<file path="src/rtl/multi_lane_psum_engine.sv">
// Multi-lane MAC with per-lane psum scratchpads: one ifmap value is broadcast to
// LANES filter lanes, and the completed sums leave through a one-entry valid/ready output.
module multi_lane_psum_engine #(
    parameter int LANES        = 4,
    parameter int IF_WIDTH     = 6,
    parameter int FILTER_WIDTH = 8,
    parameter int PSUM_WIDTH   = 16,
    parameter int PSUM_DEPTH   = 16,
    parameter int ADDR_WIDTH   = $clog2(PSUM_DEPTH),
    parameter int SATURATE     = 1
) (
    input  logic                          clk,
    input  logic                          global_rst,
    input  logic                          in_valid,
    output logic                          in_ready,
    input  logic [IF_WIDTH-1:0]           if_data,
    input  logic [LANES*FILTER_WIDTH-1:0] filter_data,
    input  logic [ADDR_WIDTH-1:0]         psum_addr,
    input  logic                          first_pass,
    input  logic                          last_pass,
    output logic                          out_valid,
    input  logic                          out_ready,
    output logic [LANES*PSUM_WIDTH-1:0]   out_data,
    output logic [ADDR_WIDTH-1:0]         out_addr,
    output logic [LANES-1:0]              overflow,
    input  logic                          clear_overflow,
    output logic                          busy
);

    logic                          stall;

    logic                          s1_valid;
    logic                          s1_first;
    logic                          s1_last;
    logic [IF_WIDTH-1:0]           s1_if;
    logic [LANES*FILTER_WIDTH-1:0] s1_filter;
    logic [ADDR_WIDTH-1:0]         s1_addr;

    logic                          s2_valid;
    logic                          s2_first;
    logic                          s2_last;
    logic [ADDR_WIDTH-1:0]         s2_addr;
    logic [PSUM_WIDTH:0]           s2_prod [LANES];

    logic [PSUM_WIDTH:0]           prod_next [LANES];
    logic [PSUM_WIDTH-1:0]         pad_rd    [LANES];
    logic [PSUM_WIDTH:0]           lane_sum  [LANES];
    logic [PSUM_WIDTH-1:0]         lane_res  [LANES];
    logic [LANES-1:0]              lane_ovf;

    logic [PSUM_WIDTH-1:0]         pad [LANES][PSUM_DEPTH];

    // A last_pass result can only retire into an empty or draining output register.
    assign stall    = s2_valid && s2_last && out_valid && !out_ready;
    assign in_ready = !stall && !global_rst;
    assign busy     = s1_valid || s2_valid || out_valid;

    always_comb begin
        lane_ovf = '0;
        for (int unsigned l = 0; l < LANES; l++) begin
            prod_next[l] = (PSUM_WIDTH+1)'(s1_if)
                         * (PSUM_WIDTH+1)'(s1_filter[l*FILTER_WIDTH +: FILTER_WIDTH]);
            pad_rd[l]    = s2_first ? '0 : pad[l][s2_addr];
            lane_sum[l]  = (PSUM_WIDTH+1)'(pad_rd[l]) + s2_prod[l];
            lane_ovf[l]  = lane_sum[l][PSUM_WIDTH];
            lane_res[l]  = (SATURATE != 0 && lane_ovf[l]) ? '1 : lane_sum[l][PSUM_WIDTH-1:0];
        end
    end

    always_ff @(posedge clk) begin
        if (global_rst) begin
            s1_valid  <= 1'b0;
            s1_first  <= 1'b0;
            s1_last   <= 1'b0;
            s1_if     <= '0;
            s1_filter <= '0;
            s1_addr   <= '0;
            s2_valid  <= 1'b0;
            s2_first  <= 1'b0;
            s2_last   <= 1'b0;
            s2_addr   <= '0;
            out_valid <= 1'b0;
            out_data  <= '0;
            out_addr  <= '0;
            overflow  <= '0;
            for (int unsigned l = 0; l < LANES; l++) begin
                s2_prod[l] <= '0;
                for (int unsigned a = 0; a < PSUM_DEPTH; a++) begin
                    pad[l][a] <= '0;
                end
            end
        end else begin
            if (!stall) begin
                s1_valid  <= in_valid;
                s1_first  <= first_pass;
                s1_last   <= last_pass;
                s1_if     <= if_data;
                s1_filter <= filter_data;
                s1_addr   <= psum_addr;
                s2_valid  <= s1_valid;
                s2_first  <= s1_first;
                s2_last   <= s1_last;
                s2_addr   <= s1_addr;
                for (int unsigned l = 0; l < LANES; l++) begin
                    s2_prod[l] <= prod_next[l];
                    if (s2_valid && !s2_last) begin
                        pad[l][s2_addr] <= lane_res[l];
                    end
                end
            end

            for (int unsigned l = 0; l < LANES; l++) begin
                if (s2_valid && !stall && lane_ovf[l]) begin
                    overflow[l] <= 1'b1;
                end else if (clear_overflow) begin
                    overflow[l] <= 1'b0;
                end
            end

            // A new result loading on a handshake edge keeps out_valid high.
            if (s2_valid && s2_last && !stall) begin
                out_valid <= 1'b1;
                out_addr  <= s2_addr;
                for (int unsigned l = 0; l < LANES; l++) begin
                    out_data[l*PSUM_WIDTH +: PSUM_WIDTH] <= lane_res[l];
                end
            end else if (out_ready) begin
                out_valid <= 1'b0;
            end
        end
    end

endmodule

</file>
<file path="config.mk">
export PLATFORM = sky130hd
export DESIGN_NAME = multi_lane_psum_engine
export DESIGN_NICKNAME = d
export VERILOG_FILES = /design/src/rtl/multi_lane_psum_engine.sv
export SDC_FILE = /design/constraint.sdc
export NUM_CORES = 2
export LEC_CHECK = 0
export CORE_MARGIN = 4
export CORE_UTILIZATION = 27
export CTS_CLUSTER_DIAMETER = 150
export DETAILED_ROUTE_END_ITERATION = 16
export HOLD_SLACK_MARGIN = 0.06
export PLACE_DENSITY = 0.39
export SLEW_MARGIN = 20
export SYNTH_ARGS = -nofsm -noshare
export SYNTH_HDL_FRONTEND = slang
export SYNTH_SLANG_ARGS = --single-unit
</file>
<file path="constraint.sdc">
create_clock -name clk -period 5.15 [get_ports clk]
set_clock_uncertainty 0.1 [all_clocks]
set_input_delay 1.03 -clock clk [delete_from_list [all_inputs] [get_ports clk]]
set_output_delay 1.03 -clock clk [all_outputs]
set_load 0.05 [all_outputs]
</file>
==> results.cfg <==
[run_status]
status = completed

[synth]
synthCells = 4894
ys.warnings.count = 0
syn-num-nets = 5191
synth_edf_count = 584
async_flop_share = 0
syn_area_per_cell_um2 = 11.7
synth_top_cell_area_share = 0.307
ys.flop_type = dfxtp_1
ys_ff_latch = 1205
syn_area_um2 = 57100
yosys.area.top_type = edfxtp_1
ys_seq_area_frac = 0.525
synth.distinct_cells = 76
synth_area_leaders = edfxtp_1 31%, dfxtp_1 22%, mux4_2 12%

[sta]
fin_crit_sh = 0.958
worst_slew_pin_slew_ns = 1.09
relSlewSlack = 0.277
finalHoldViolCount = 0
fin_hold_ws_ns = 0.352
rsz0062_at_grt = false
layout_min_cycle_time_ns = 4.93
finalMaxSlewViolations = 0
setup_violations = 0
fmax_ghz = 0.203
setup_tns_ns = 0

[place]
io_buffers = 123
gp_congestion = 0.787
dpl.cell_count = 7715
dp_hpwl_um = 119000

[finish]
final_cells = 7986
multiInputGateArea_um2 = 24900
post_route_cells_drive_above_1_share = 0.177
mostFrequentLayoutCell = nor2_1
layout_common_cells = 887 x nor2_1, 616 x dfxtp_1, 584 x edfxtp_1, 488 x a211oi_1, 313 x mux4_2
fill_cells = 21126
final_nets = 5355
area_growth_pct = 18.9
utilization = 0.323
area.sequential_um2 = 30000

[min_path]
hold_class = reg2reg

[floorplanning]
ios = 124
initial_core_util = 0.272
die-width_um = 468
core_area_um2 = 210000
die_area_um2 = 219000
row_count = 168
die_h_um = 468

[grt]
antenna_found_initial = 8
grt_usage = 0.172
grt_pass1_vias = 38983
grt_max_degree = 149
overflow = 0
grt_first_pass_wirelength_um = 278000

[clock_tree]
clock-root-buffer = clkbuf_16
cts.sinks = 1205
htree_levels = 4
cts_tree = yes
cts.clk_slew.worst_paths_ns = 0.06
numCtsBuffers = 142
clockBufferDepth = 3
clock_latency_ns = 0.79

[routing]
firstDrtPassIters = 6
drt-initial-drc-count = 3022
wl_per_cell_um = 23.8
wl_um = 190000
vias = 38422
ant_nets = 0
drc_errors = 0
drt-vias-per-instance = 4.81

[critical_path]
worstSetupStartpointType = register
worstSetupEndpointType = register
critPathKind = reg2reg
crit_fanout = 16
critPathArrivalTime_ns = 5.35
critPathRequiredTime_ns = 5.57

[power]
p_leak_uw = 0.0239
powerDensity_nw_per_um2 = 333
irDropWorstVdd_v = 0.000350

[flow_run]
maxCapViolations = 0
==> cells in the mapped netlist, types with 8 or more instances <==
cell	number
or3_1	15
dfxtp_1	621
and3_1	9
nand3b_1	9
mux4_2	313
xnor2_1	45
o21ai_0	79
buf_2	102
edfxtp_1	584
fa_1	104
inv_1	178
buf_4	17
nand2b_1	50
nor2_1	903
a211oi_1	490
o21bai_1	8
nor2_2	35
xor2_1	19
nand2_1	295
a31oi_1	10
and2_1	151
nor3_1	48
a21oi_1	166
buf_1	18
mux2i_1	11
ha_1	144
buf_6	13
nor2b_1	73
a21o_1	20
clkbuf_1	246
o21a_1	8
nand3_1	16
==> worst max-delay path: stages (launching register included) <==
cell       delay [ns]
dfxtp_4          0.54
buf_12           0.20
mux4_2           0.52
mux4_2           0.50
nor2b_1          0.16
ha_1             0.25
fa_1             0.45
a211oi_2         0.27
o21ai_0          0.20
nand3_1          0.19
a31o_2           0.19
o2bb2ai_1        0.15
nor2_2           0.10
buf_4            0.15
buf_4            0.19
a21oi_1          0.23
nor2_1           0.07
buf_4            0.20
==> state kept, by name, summed over array words and instances (netlist names), 4 cells and up <==
name / cells
out_addr: 4
s2_prod: 56
s2_addr: 4
s1_addr: 4
s1_filter: 32
s1_if: 6
pad: 1024
out_data: 64
overflow: 4
==> per-stage QoR <==
step	setup slack [ns]	power [µW]	instance area [µm²]
2_1_floorplan	0.0141	11900	57200
3_3_place_gp	0.0500	12900	63200
6_report	0.216	22600	67900
4_1_cts	0.0680	23000	67800
5_1_grt	0.00456	23600	67900
3_5_place_dp	0.0699	12900	63200
==> where the power goes <==
| part | total [µW] | switching [µW] | internal [µW] |
|---|---|---|---|
| logic | 2230 | 1370 | 860 |
| registers | 10400 | 151 | 10300 |
| clock network | 9990 | 4240 | 5750 |
| total | 22600 | 5760 | 16900 |
==> metal layers <==
metal	track usage	vias to the layer above	part of all wire
met5	0	-	0.00014
met4	0.0358	4	0.019
met3	0.0269	199	0.045
met2	0.276	733	0.46
met1	0.247	19497	0.48
li1	-	17989	-
==> area by class of cell <==
type                    instances  area share
inverters                     178     0.00984
multi-input cells            3115       0.366
repair buffers                416      0.0636
flip-flops and latches       1205       0.441
diodes                          5    0.000184
well taps                    2805      0.0517
clock buffers                 207      0.0586
clock inverters                55     0.00818
==> repair_timing <==
action,4_1_cts,5_1_grt
gates resized for setup,0,20
hold buffers,0,0
buffers inserted,0,3
endpoints found under the hold margin,0,0
endpoints found under the setup margin,0,416
==> worst paths after layout <==
path               startpoint          end  slack, ns  depth (start not counted)
hold / removal    pad[2][212]  pad[2][212]       0.35                          2
hold reg to reg   pad[2][212]  pad[2][212]       0.35                          2
setup / recovery   s2_addr[0]   pad[1][60]       0.22                         17
setup reg to reg   s2_addr[0]   pad[1][60]       0.22                         17
==> cell families (layout without fill, tap and decap cells) <==
kind of cell,count (synthesis),in the layout,share of synthesized area
xor gates and xnor gates,64,64,0.00982
DFF,1205,1205,0.525
muxes,329,329,0.126
AOI/OAI and AO/OA,836,836,0.100
adders and majority gates,248,248,0.0680
and+or+nand+nor,1638,1638,0.128
other,0,5,0
buffers and inverters,574,856,0.0428
Note: power is estimated with default switching activity, not from simulation.
